$ cat config.mk
export PLATFORM = sky130hd
export DESIGN_NAME = dac_sample_scheduler_flat
export DESIGN_NICKNAME = d
export VERILOG_FILES = /design/src/rtl/dac_sample_scheduler_if.sv /design/src/rtl/dac_sample_scheduler.sv /design/src/flat_wrapper.sv
export SDC_FILE = /design/constraint.sdc
export NUM_CORES = 1
export LEC_CHECK = 0
export CAP_MARGIN = 0
export CORE_ASPECT_RATIO = 1.4
export CORE_MARGIN = 5
export CORE_UTILIZATION = 35
export CTS_CLUSTER_DIAMETER = 40
export DETAILED_ROUTE_END_ITERATION = 8
export PLACE_DENSITY = 0.63
export SETUP_SLACK_MARGIN = 0.15
export SLEW_MARGIN = 20
export SYNTH_ARGS = -nofsm -noshare
export SYNTH_HDL_FRONTEND = slang
export SYNTH_SLANG_ARGS = --single-unit
export TNS_END_PERCENT = 10
$ cat constraint.sdc
create_clock -name clk -period 3.3 [get_ports clk]
set_input_delay 0.66 -clock clk [delete_from_list [all_inputs] [get_ports clk]]
set_output_delay 0.66 -clock clk [all_outputs]
set_load 0.01 [all_outputs]
$ cat src/rtl/dac_sample_scheduler_if.sv
// Receive-side bus from the deserializer into the DAC sample scheduler.
// rx_valid is a one-cycle strobe qualifying rx_data.
interface dac_sample_scheduler_if #(
  parameter int D_W = 8
) ();
  logic [D_W-1:0] rx_data;
  logic           rx_valid;

  modport master (
    output rx_data,
    output rx_valid
  );

  modport slave (
    input rx_data,
    input rx_valid
  );
endinterface

$ cat src/rtl/dac_sample_scheduler.sv
// Buffers deserialized words in a FIFO and releases them to the R2R DAC code
// register at a fixed, programmable sample rate, with priming and sticky error flags.
module dac_sample_scheduler #(
  parameter int D_W       = 8,
  parameter int DEPTH     = 8,
  parameter int DIV_W     = 16,
  parameter int PRIME_LVL = 4
) (
  input  logic                   clk,
  input  logic                   rst,
  input  logic                   enable_i,
  dac_sample_scheduler_if.slave  rx_if,
  input  logic [DIV_W-1:0]       cfg_div_i,
  input  logic                   clear_flags_i,
  output logic [D_W-1:0]         dac_code_o,
  output logic                   dac_update_o,
  output logic [$clog2(DEPTH):0] fifo_level_o,
  output logic                   running_o,
  output logic                   underrun_o,
  output logic                   overflow_o
);

  localparam int AW = $clog2(DEPTH);
  localparam int LW = AW + 1;
  localparam logic [LW-1:0] FullLvl  = LW'(DEPTH);
  localparam logic [LW-1:0] PrimeLvl = LW'(PRIME_LVL);

  typedef enum logic [1:0] {
    IDLE,
    PRIME,
    RUN
  } state_t;

  state_t           state_q, state_d;
  logic [DIV_W-1:0] count_q, count_d;
  logic [AW-1:0]    wrPtr_q, wrPtr_d;
  logic [AW-1:0]    rdPtr_q, rdPtr_d;
  logic [LW-1:0]    level_q, level_d;
  logic [D_W-1:0]   code_q, code_d;
  logic             update_q, update_d;
  logic             underrun_q, underrun_d;
  logic             overflow_q, overflow_d;
  logic [D_W-1:0]   mem_q [DEPTH];

  logic tick;
  logic pop;
  logic push;
  logic underrunSet;
  logic overflowSet;

  // A tick in the cycle enable drops is ignored so a disable never consumes a sample.
  assign tick        = (state_q == RUN) && enable_i && (count_q == cfg_div_i);
  assign pop         = tick && (level_q != '0);
  assign push        = rx_if.rx_valid && ((level_q != FullLvl) || pop);
  assign underrunSet = tick && (level_q == '0);
  assign overflowSet = rx_if.rx_valid && !push;

  always_comb begin
    state_d    = state_q;
    count_d    = count_q;
    wrPtr_d    = wrPtr_q;
    rdPtr_d    = rdPtr_q;
    level_d    = level_q;
    code_d     = code_q;
    update_d   = pop;
    underrun_d = underrunSet | (underrun_q & ~clear_flags_i);
    overflow_d = overflowSet | (overflow_q & ~clear_flags_i);

    if (push) begin
      wrPtr_d = wrPtr_q + AW'(1);
    end
    if (pop) begin
      rdPtr_d = rdPtr_q + AW'(1);
      code_d  = mem_q[rdPtr_q];
    end
    case ({push, pop})
      2'b10:   level_d = level_q + LW'(1);
      2'b01:   level_d = level_q - LW'(1);
      default: level_d = level_q;
    endcase

    case (state_q)
      IDLE: begin
        count_d = '0;
        if (enable_i) begin
          state_d = PRIME;
        end
      end
      PRIME: begin
        count_d = '0;
        if (!enable_i) begin
          state_d = IDLE;
        end else if (level_q >= PrimeLvl) begin
          state_d = RUN;
        end
      end
      RUN: begin
        if (!enable_i) begin
          state_d = IDLE;
          count_d = '0;
        end else if (tick) begin
          count_d = '0;
          if (underrunSet) begin
            state_d = PRIME;
          end
        end else begin
          count_d = count_q + DIV_W'(1);
        end
      end
      default: begin
        state_d = IDLE;
        count_d = '0;
      end
    endcase
  end

  always_ff @(posedge clk) begin
    if (rst) begin
      state_q    <= IDLE;
      count_q    <= '0;
      wrPtr_q    <= '0;
      rdPtr_q    <= '0;
      level_q    <= '0;
      code_q     <= '0;
      update_q   <= 1'b0;
      underrun_q <= 1'b0;
      overflow_q <= 1'b0;
    end else begin
      state_q    <= state_d;
      count_q    <= count_d;
      wrPtr_q    <= wrPtr_d;
      rdPtr_q    <= rdPtr_d;
      level_q    <= level_d;
      code_q     <= code_d;
      update_q   <= update_d;
      underrun_q <= underrun_d;
      overflow_q <= overflow_d;
    end
  end

  // Storage needs no reset; the pointers alone define which entries are live.
  always_ff @(posedge clk) begin
    if (push) begin
      mem_q[wrPtr_q] <= rx_if.rx_data;
    end
  end

  assign dac_code_o   = code_q;
  assign dac_update_o = update_q;
  assign fifo_level_o = level_q;
  assign running_o    = (state_q == RUN);
  assign underrun_o   = underrun_q;
  assign overflow_o   = overflow_q;

endmodule

$ cat src/flat_wrapper.sv
// flat-port wrapper written by rule: the top's interface ports become plain ports
module dac_sample_scheduler_flat 
#(
  parameter int D_W       = 8,
  parameter int DEPTH     = 8,
  parameter int DIV_W     = 16,
  parameter int PRIME_LVL = 4
)
  (clk, rst, enable_i, cfg_div_i, clear_flags_i, dac_code_o, dac_update_o, fifo_level_o, running_o, underrun_o, overflow_o, rx_if_rx_data, rx_if_rx_valid);
  dac_sample_scheduler_if #(.D_W(D_W)) rx_if_i ();
  input  logic clk;
  input  logic rst;
  input  logic enable_i;
  input  logic [DIV_W-1:0] cfg_div_i;
  input  logic clear_flags_i;
  output logic [D_W-1:0] dac_code_o;
  output logic dac_update_o;
  output logic [$clog2(DEPTH):0] fifo_level_o;
  output logic running_o;
  output logic underrun_o;
  output logic overflow_o;
  input wire logic [$bits(rx_if_i.rx_data)-1:0] rx_if_rx_data;
  input wire logic [$bits(rx_if_i.rx_valid)-1:0] rx_if_rx_valid;
  assign rx_if_i.rx_data = rx_if_rx_data;
  assign rx_if_i.rx_valid = rx_if_rx_valid;
  dac_sample_scheduler #(.D_W(D_W), .DEPTH(DEPTH), .DIV_W(DIV_W), .PRIME_LVL(PRIME_LVL)) u_core (.clk(clk), .rst(rst), .enable_i(enable_i), .rx_if(rx_if_i), .cfg_div_i(cfg_div_i), .clear_flags_i(clear_flags_i), .dac_code_o(dac_code_o), .dac_update_o(dac_update_o), .fifo_level_o(fifo_level_o), .running_o(running_o), .underrun_o(underrun_o), .overflow_o(overflow_o));
endmodule
==> impl_metrics.py, run 1 <==
metrics = {
    "status": {
        "status": "finished, final reports clean",
    },
    "route": {
        "routed_via_density": 5.00,
        "detail-route-antenna-nets": 0,
        "vias": 2851,
        "routedWlPerCell_um": 16.6,
        "drc_errors": 0,
        "drt-initial-drc-count": 215,
        "wl_um": 9460,
        "drtPass1Iterations": 4,
    },
    "power_and_ir_drop": {
        "p_leak_uw": 0.00204,
        "p_per_area_nw_per_um2": 460,
        "finalPower_uw": 2610,
        "ir_drop_mv": 0.291,
    },
    "synthesis": {
        "synth_edf_count": 64,
        "synthDominantCellAreaShare_pct": 43.9,
        "postSynthAreaPerCell_um2": 13.4,
        "async_flop_share_pct": 0,
        "yosysWarnings": 0,
        "synth_ff_type": "edfxtp_1",
        "synthAdderAreaFrac_pct": 1.88,
        "synth-simple-area-share_pct": 12.7,
        "ys_seq_area_share_pct": 61.7,
        "synth_top_family_by_area": "simple AND/OR/NAND/NOR gates",
        "synth_cells": 326,
        "syn_area_um2": 4380,
        "synth_xor_area_share_pct": 7.00,
        "synthMuxAreaShare_pct": 10.5,
        "synth_nets": 361,
        "yosysUniqueCellTypes": 48,
        "synth_area_leaders": "edfxtp_1, dfxtp_1, mux4_2",
        "yosys.area.top_type": "edfxtp_1",
        "synth_compound_area_share_pct": 4.00,
        "ys_ff_latch": 103,
    },
    "critical_path": {
        "slowest_delay_ns": 0.46,
        "cp_max_fo": 4,
        "crit_family": "simple AND/OR/NAND/NOR gates",
        "required_ns": 3.52,
        "worst-path-buf-inv": 2,
        "crit_chain": "dlygate4sd2_1 -> xor2_1 -> nor4_2 -> and4_4 -> nand2_4 -> or2_4 -> inv_4 -> ha_4 -> a21o_1 -> a21oi_4 -> nor3_2 -> and3_1 -> or4b_1",
        "cp_slowest_cell": "or4b_1",
        "endpoint_kind": "flip-flop",
        "start_kind": "input port",
        "arrival_ns": 3.29,
        "path_class": "input port to flip-flop",
    },
    "clocking": {
        "cts_hold_buf": 0,
        "clock_path_buffers": 2,
        "numCtsBuffers": 9,
        "cts_tree": "built",
        "clkSinkCount": 103,
        "clkTransAtPathRegs_ns": 0.07,
        "htreeDepth": 3,
        "cts-root-buf": "clkbuf_16",
        "insertion_delay_ns": 0.35,
    },
    "floorplan": {
        "die_area_um2": 14900,
        "start_util_pct": 35.6,
        "die_h_um": 142,
        "num_io_pins": 45,
        "core_um2": 12300,
        "die_width_um": 105,
        "rows": 48,
    },
    "sta": {
        "slew_headroom_pct": 39.0,
        "period_minus_slack_ns": 3.07,
        "rsz0062_at_grt": "false",
        "hold_viol_final": 0,
        "slew_violations": 0,
        "finalSetupViolCount": 0,
        "fin_crit_sh_pct": 93.2,
        "fin_skew_ns": 0.0122,
        "tightest_slew_ns": 0.913,
        "fin_ws_ns": 0.225,
        "whs_ns": 0.493,
        "fmax_mhz": 325,
    },
    "placed_design": {
        "dp_hpwl_um": 6190,
        "gp_congestion": 0.798,
        "dp_worst_setup_slack_ns": -0.436,
        "placed_area_um2": 5140,
        "portBuffers": 44,
    },
    "global_routing": {
        "first_global_vias": 2987,
        "grt_pass1_wl_um": 15100,
        "grt_usage_pct": 13.0,
        "antenna_found_initial": 0,
        "grt_start_max_net_pins": 22,
        "grt_overflow_total": 0,
    },
    "layout": {
        "final_common_cell": "edfxtp_1",
        "fillers": 1085,
        "final_cell_mix": "edfxtp_1, nor2_1, buf_4",
        "design_area_um2": 5680,
        "drive_above_1_share_pct": 23.6,
        "diodes": 0,
        "nNetsFinal": 450,
        "area_delta_synth_final_pct": 29.6,
    },
    "flow_run": {
        "drv_cap": 0,
    },
    "worst_hold_path": {
        "min-delay-path-class": "flip-flop to flip-flop",
    },
}
[final timing paths]
path / slack (ns) / startpoint / endpoint / cells past startpoint
setup reg to reg: 0.35 / u_core.count_q[5] / u_core.fifo_level_o[3] / 12
hold reg to reg: 0.49 / u_core.overflow_o / u_core.overflow_o / 2
setup / recovery: 0.23 / cfg_div_i[5] / u_core.fifo_level_o[3] / 13
hold / removal: 0.49 / u_core.overflow_o / u_core.overflow_o / 2
[registers in the layout, summed over array words and instances (netlist names)]
name and count:
u_core.count_q 16, u_core.dac_code_o 8, u_core.dac_update_o 1, u_core.fifo_level_o 4
u_core.mem_q 64, u_core.overflow_o 1, u_core.rdPtr_q 3, u_core.state_q 2
u_core.underrun_o 1, u_core.wrPtr_q 3
[synthesized netlist by cell type, types with 2 or more instances]
cell / count
nand4_1: 2
nand3_1: 11
o21ai_0: 3
nor2_1: 47
mux2i_1: 10
a21oi_1: 7
dfxtp_1: 39
nor4b_1: 2
nand2_1: 11
buf_6: 2
xnor2_1: 13
buf_1: 2
buf_2: 3
nor4_1: 4
nor3_1: 8
xor2_1: 22
inv_1: 6
nor3b_1: 2
a211oi_1: 8
nand2b_1: 3
edfxtp_1: 64
and3_2: 2
nor2b_1: 3
clkbuf_1: 6
ha_1: 5
mux4_2: 16
and3_1: 4
[worst register-to-register path: cells and delay by family (launching register included)]
family / cells / cell delay, ns
compound gates: 2 / 0.34
xor+xnor: 1 / 0.13
fa+ha+maj: 1 / 0.18
buf+inv: 1 / 0.06
flops: 1 / 0.47
simple gates: 7 / 1.65
[metal layers]
| layer | GRT usage, % | wire length (um) | vias to the layer above |
|---|---|---|---|
| met2 | 23.3 | 5120 | 53 |
| met5 | 0 | 0 | - |
| li1 | - | - | 1371 |
| met4 | 4.71 | 187 | 0 |
| met1 | 14.9 | 3800 | 1412 |
| met3 | 3.18 | 350 | 15 |
[repair_timing]
item                       CTS  global route
gates cloned                 0             1
gates resized for setup     22             8
setup buffers               20             3
pin swaps                   11             9
setup endpoints to repair    1            11
[power by group]
group	switching, uW	internal, uW
sequential	14.6	1390
combinational	70.3	76.5
clock	518	542
total	603	2010
[metrics by stage]
| stage | setup TNS [ns] | util, % | cells |
|---|---|---|---|
| 2_1_floorplan | 0 | - | 326 |
| 3_3_place_gp | -0.466 | 41.8 | 530 |
| 3_5_place_dp | -0.845 | 41.8 | 530 |
| 4_1_cts | 0 | 45.7 | 566 |
| 5_1_grt | 0 | 46.1 | 570 |
| 6_report | 0 | 46.1 | 570 |
[final cells by class]
cell class / count / area [um2] / share of cell area (%)
multi-input cells: 203 / 1660 / 29.3
clock buffers: 9 / 225 / 3.97
repair buffers: 92 / 796 / 14.0
flip-flops and latches: 103 / 2700 / 47.6
clock inverters: 7 / 81.3 / 1.43
well taps: 150 / 188 / 3.30
inverters: 6 / 25.0 / 0.441
[kinds of logic after synthesis]
group | Yosys count
muxes | 26
DFF | 103
buffers and inverters | 20
xor gates and xnor gates | 35
AOI/OAI and AO/OA | 26
adders and majority gates | 6
and+or+nand+nor | 110
Note: power is estimated with default switching activity, not from simulation.
==> run 2: changes to the inputs <==
--- a/config.mk
+++ b/config.mk
@@ -7,8 +7,9 @@
 export LEC_CHECK = 0
 export CAP_MARGIN = 0
 export CORE_ASPECT_RATIO = 1.4
-export CORE_MARGIN = 5
+export CORE_MARGIN = 2
 export CORE_UTILIZATION = 35
+export CTS_BUF_LIST = sky130_fd_sc_hd__clkbuf_8
 export CTS_CLUSTER_DIAMETER = 40
 export DETAILED_ROUTE_END_ITERATION = 8
 export PLACE_DENSITY = 0.63
==> impl_metrics.py, run 2 (synthesis results as in run 1) <==
metrics = {
    "critical_path": {
        "r2r_start": "u_core.count_q[6]",
        "cp_max_fo": 4,
        "crit_chain": "dlygate4sd2_1 -> xor2_1 -> nor4_2 -> buf_4 -> buf_4 -> buf_4 -> buf_4 -> buf_4 -> buf_4 -> buf_4 -> buf_4 -> buf_4 -> buf_4 -> nand4_1 -> nor3_2 -> buf_6 -> buf_6 -> buf_4 -> buf_4 -> a211oi_2",
        "required_ns": 3.60,
        "start_kind": "input port",
        "endpoint_kind": "flip-flop",
        "crit_top_cell": "buf_4",
        "crit_family": "buffers and inverters",
        "crit_path_start": "cfg_div_i[1]",
        "cp_slowest_cell": "dlygate4sd2_1",
        "worst-path-buf-inv": 15,
        "slowest_delay_ns": 0.24,
        "arrival_ns": 3.42,
        "path_class": "input port to flip-flop",
    },
    "layout": {
        "drive_above_1_share_pct": 27.4,
        "final_common_cell": "edfxtp_1",
        "largest_reg_flops": 64,
        "diodes": 0,
        "top_register": "u_core.mem_q",
        "final_cell_mix": "edfxtp_1, buf_4, nor2_1",
        "fillers": 1131,
        "nNetsFinal": 465,
        "area_delta_synth_final_pct": 30.3,
    },
    "global_routing": {
        "grt_start_max_net_pins": 22,
        "grt_usage_pct": 14.4,
        "grt_pass1_wl_um": 14800,
        "first_global_vias": 2897,
        "grt_overflow_total": 0,
        "antenna_found_initial": 0,
    },
    "clocking": {
        "clkTransAtPathRegs_ns": 0.11,
        "cts_hold_buf": 0,
        "clkSinkCount": 103,
        "numCtsBuffers": 9,
        "clock_path_buffers": 2,
        "cts-root-buf": "clkbuf_8",
        "cts_tree": "built",
        "htreeDepth": 3,
        "insertion_delay_ns": 0.37,
    },
    "floorplan": {
        "core_um2": 12300,
        "start_util_pct": 35.8,
        "rows": 48,
        "num_io_pins": 45,
        "die_area_um2": 13400,
        "die_width_um": 98.6,
        "die_h_um": 136,
    },
    "placed_design": {
        "gp_congestion": 0.770,
        "dp_worst_setup_slack_ns": -0.442,
        "portBuffers": 44,
        "dp_hpwl_um": 5710,
    },
    "power_and_ir_drop": {
        "clkPwrFrac_pct": 33.7,
        "p_seq_share_pct": 59.7,
        "p_sw_uw": 575,
        "p_per_area_nw_per_um2": 412,
        "switching_share_pct": 24.5,
        "intPower_uw": 1780,
        "power_frac_comb_pct": 6.6,
        "ir_drop_mv": 0.222,
        "finalPower_uw": 2350,
        "p_leak_uw": 0.00208,
    },
    "route": {
        "vias": 2912,
        "drtPass1Iterations": 5,
        "wl_um": 9570,
        "drt-initial-drc-count": 101,
        "drc_errors": 0,
        "routed_via_density": 4.98,
        "detail-route-antenna-nets": 0,
        "routedWlPerCell_um": 16.4,
    },
    "worst_hold_path": {
        "min-delay-path-class": "flip-flop to flip-flop",
        "min_from": "u_core.dac_code_o[3]",
    },
    "sta": {
        "period_minus_slack_ns": 3.12,
        "fin_skew_ns": 0.0158,
        "fin_ws_ns": 0.184,
        "tightest_slew_ns": 0.880,
        "slew_headroom_pct": 41.2,
        "slew_violations": 0,
        "finalSetupViolCount": 0,
        "fin_crit_sh_pct": 94.4,
        "rsz0062_at_grt": "true",
        "hold_viol_final": 0,
        "fmax_mhz": 321,
    },
    "status": {
        "status": "finished, final reports clean",
    },
    "flow_run": {
        "drv_cap": 0,
    },
}
## run 2: changes by cell type in the layout (fill, tap and decap cells not counted), sizes merged
cell | previous run | this run
dlymetal6s2s | 3 | 4
clkbuf | 9 | 10
buf | 48 | 63
dlygate4sd2 | 13 | 11
## run 2: repair_timing
action	4_1_cts	5_1_grt
setup buffers	30	11
endpoints found under the setup margin	1	11
gates cloned	0	0
pin swaps	12	12
gates resized for setup	20	16
## run 2: area by class of cell
cell class / count / area [um2] / share of cell area [%]
inverter: 6 / 25.0 / 0.438
timing repair buffer: 107 / 916 / 16.0
clock buffer: 9 / 124 / 2.17
sequential: 103 / 2700 / 47.3
tap: 150 / 188 / 3.29
clock inverter: 7 / 81.3 / 1.42
multi-input combinational: 203 / 1670 / 29.3
## run 2: worst paths after layout
kind,depth (start not counted),slack (ns),end
max,20,0.18,u_core.dac_code_o[5]
min,2,0.51,u_core.dac_code_o[3]
max reg2reg,13,0.24,u_core.fifo_level_o[3]
min reg2reg,2,0.51,u_core.dac_code_o[3]
## run 2: power by group through the flow
stage	Combinational, uW	Sequential, uW	Clock [uW]
finish	154	1400	792
CTS	151	1400	822
floorplan	62.3	1430	0
detailed placement	140	1430	0
global route	168	1410	862
global placement	138	1430	0
## run 2: worst min-delay path, cell delays in order, from the launching register on
cell and delay, ns:
dfxtp_1 0.32, nor2_1 0.09, a211oi_1 0.05
## run 2: metrics by stage
stage,hold slack (ns),cells,utilization (%),TNS (ns),instance area [um2]
6_report,0.506,585,46.6,0,5710
3_3_place_gp,0.468,528,41.8,-0.320,5130
4_1_cts,0.510,574,45.5,0,5580
5_1_grt,0.528,585,46.6,0,5710
2_1_floorplan,0.458,326,-,0,4410
3_5_place_dp,0.493,528,41.8,-0.442,5130
## run 2: layer usage
metal,up-vias,track usage (%),part of all wire [%]
met5,-,0,0
met3,16,3.44,2.9
met1,1447,17.4,43
met2,50,24.8,52
met4,0,5.48,2.3
li1,1399,-,-
==> RTL change (flow settings as in run 2) <==
`DEPTH` is set to 8 in 2 places; all go to 32.
--- a/src/rtl/dac_sample_scheduler.sv
+++ b/src/rtl/dac_sample_scheduler.sv
@@ -2,7 +2,7 @@
 // register at a fixed, programmable sample rate, with priming and sticky error flags.
 module dac_sample_scheduler #(
   parameter int D_W       = 8,
-  parameter int DEPTH     = 8,
+  parameter int DEPTH     = 32,
   parameter int DIV_W     = 16,
   parameter int PRIME_LVL = 4
 ) (
--- a/src/flat_wrapper.sv
+++ b/src/flat_wrapper.sv
@@ -2,7 +2,7 @@
 module dac_sample_scheduler_flat 
 #(
   parameter int D_W       = 8,
-  parameter int DEPTH     = 8,
+  parameter int DEPTH     = 32,
   parameter int DIV_W     = 16,
   parameter int PRIME_LVL = 4
 )
Ports: changed (resized fifo_level_o); port bits go from 45 to 47. The function was not compared with the original's and may differ.
==> RTL change against run 2 <==
Sequential cell count grew 198. Core utilization fell by 4.0 points. Power increased to 3.0 times the old value. Clock power grew to 3.5 times the old value. Sequential power rose to 3.0 times the old value. Routed wire length grew to 2.7 times the old value. Worst setup slack gained 0.083 ns. Maximum frequency rose by 2.7%. Register-to-register slack improved by 0.05 ns. Final area rose to 2.6 times the old value. Count of clock-buffer cells in the layout is 38 higher. Area after synthesis grew to 2.8 times the old value. Largest cell class unchanged.
==> RTL change: results (changes against run 2) <==
status: finished, final reports clean
R2R Setup Slk: 0.29 ns (+0.05 ns)
Pre-antenna DRT Iters: 4 (-1)
met1 usage: 16.52% (-0.90 points)
CTS resizes: 1 (-95%)
share of layout cells above drive strength 1: 30.76% (+3.4 points)
vias after detailed routing: 6460 (+120%)
post-CTS setup buffers: 0 (-100%)
Syn Nets: 714 (+98%)
Logic inverters: 16 (+10)
vias in the first global route: 6713 (+130%)
Seq cells: 301 (+190%)
clk cell area share: 5.452% (+1.9 points)
Repair and plain buffers: 119 (+11%)
R2R Path Start: u_core.count_q[5]
worst r2r dst: u_core.fifo_level_o[5]
Worst-Skew Late Latency: 0.56 ns (+0.19 ns)
number of synthesized flops with an enable pin: 256 (+300%)
complex-gate fraction of the synthesized area: 2.502% (-1.5 points)
area share of fa/ha/maj cells after synthesis: 1.180% (-0.70 points)
TritonCTS Buffers: 43 (+34)
footprint of the multi-input gates: 3682 um^2 (+120%)
M2 GR Usage: 27.96% (+3.2 points)
crit path launch: cfg_div_i[8]
GR Util met3: 2.020% (-1.4 points)
leak pwr: 4.937 nW (+140%)
routed metal-1 wire length: 9847 um (+140%)
top cells by area, synth: edfxtp_1, mux4_2, dfxtp_1
routed len/inst: 20.18 um (+23%)
maximum clock insertion buffer count: 3 (+1)
max FFs per register: 256 (+300%)
crit path capture: u_core.fifo_level_o[5]
area of placed instances: 13830 um^2 (+170%)
max incr delay on CP: 0.54 ns (+0.30 ns)
clock transition at the registers of the reported paths: 0.07 ns (-0.04 ns)
synth cell count leaders: edfxtp_1, mux4_2, nor2_1
Port Buf Inserts: 46 (+4.5%)
clock skew: 0.02272 ns (+0.006969 ns)
Max FO, Critical Path: 5 (+1)
Nets: 850 (+83%)
worst-margin pin slew: 0.6755 ns (-0.2049 ns)
worst path arrival time: 3.52 ns (+0.10 ns)
routed wl met2: 14630 um (+190%)
htree depth: 2 (-1)
clkbuf count: 47 (+38)
met3 wire len: 902 um (+230%)
buffer share of cell area: 7.393% (-8.6 points)
GPL Wtd Cong: 0.7693 (about the same)
sequential cell area share: 58.05% (+11 points)
post-synthesis sequential area ratio: 69.82% (+8.1 points)
die area: 36680 um^2 (+170%)
largest net degree at the start of global routing: 33 (+50%)
[RTL change: changes by cell type in the layout (fill, tap and decap cells not counted), sizes merged, moves of 21 or more]
cell,run 2,this run
inv,10,31
nor2,47,74
edfxtp,64,256
mux4,16,80
clkbuf,10,47
[RTL change: per-stage QoR]
| step | std cells | hold slack [ns] | setup WS [ns] | utilization, % | power (mW) |
|---|---|---|---|---|---|
| 6_report | 1298 | 0.4805 | 0.2669 | 42.65 | 7.166 |
| 4_1_cts | 1295 | 0.4875 | 0.1565 | 42.13 | 7.244 |
| 5_1_grt | 1298 | 0.5122 | 0.1558 | 42.65 | 7.418 |
| 3_5_place_dp | 1218 | 0.4713 | -0.5373 | 39.80 | 4.483 |
| 2_1_floorplan | 674 | 0.4473 | 0.05136 | - | 4.334 |
| 3_3_place_gp | 1218 | 0.4652 | -0.4962 | 39.80 | 4.476 |
[RTL change: power by group]
group / switching (mW) / internal [mW]
sequential: 0.0165 / 4.14
clock: 1.36 / 1.40
combinational: 0.143 / 0.0986
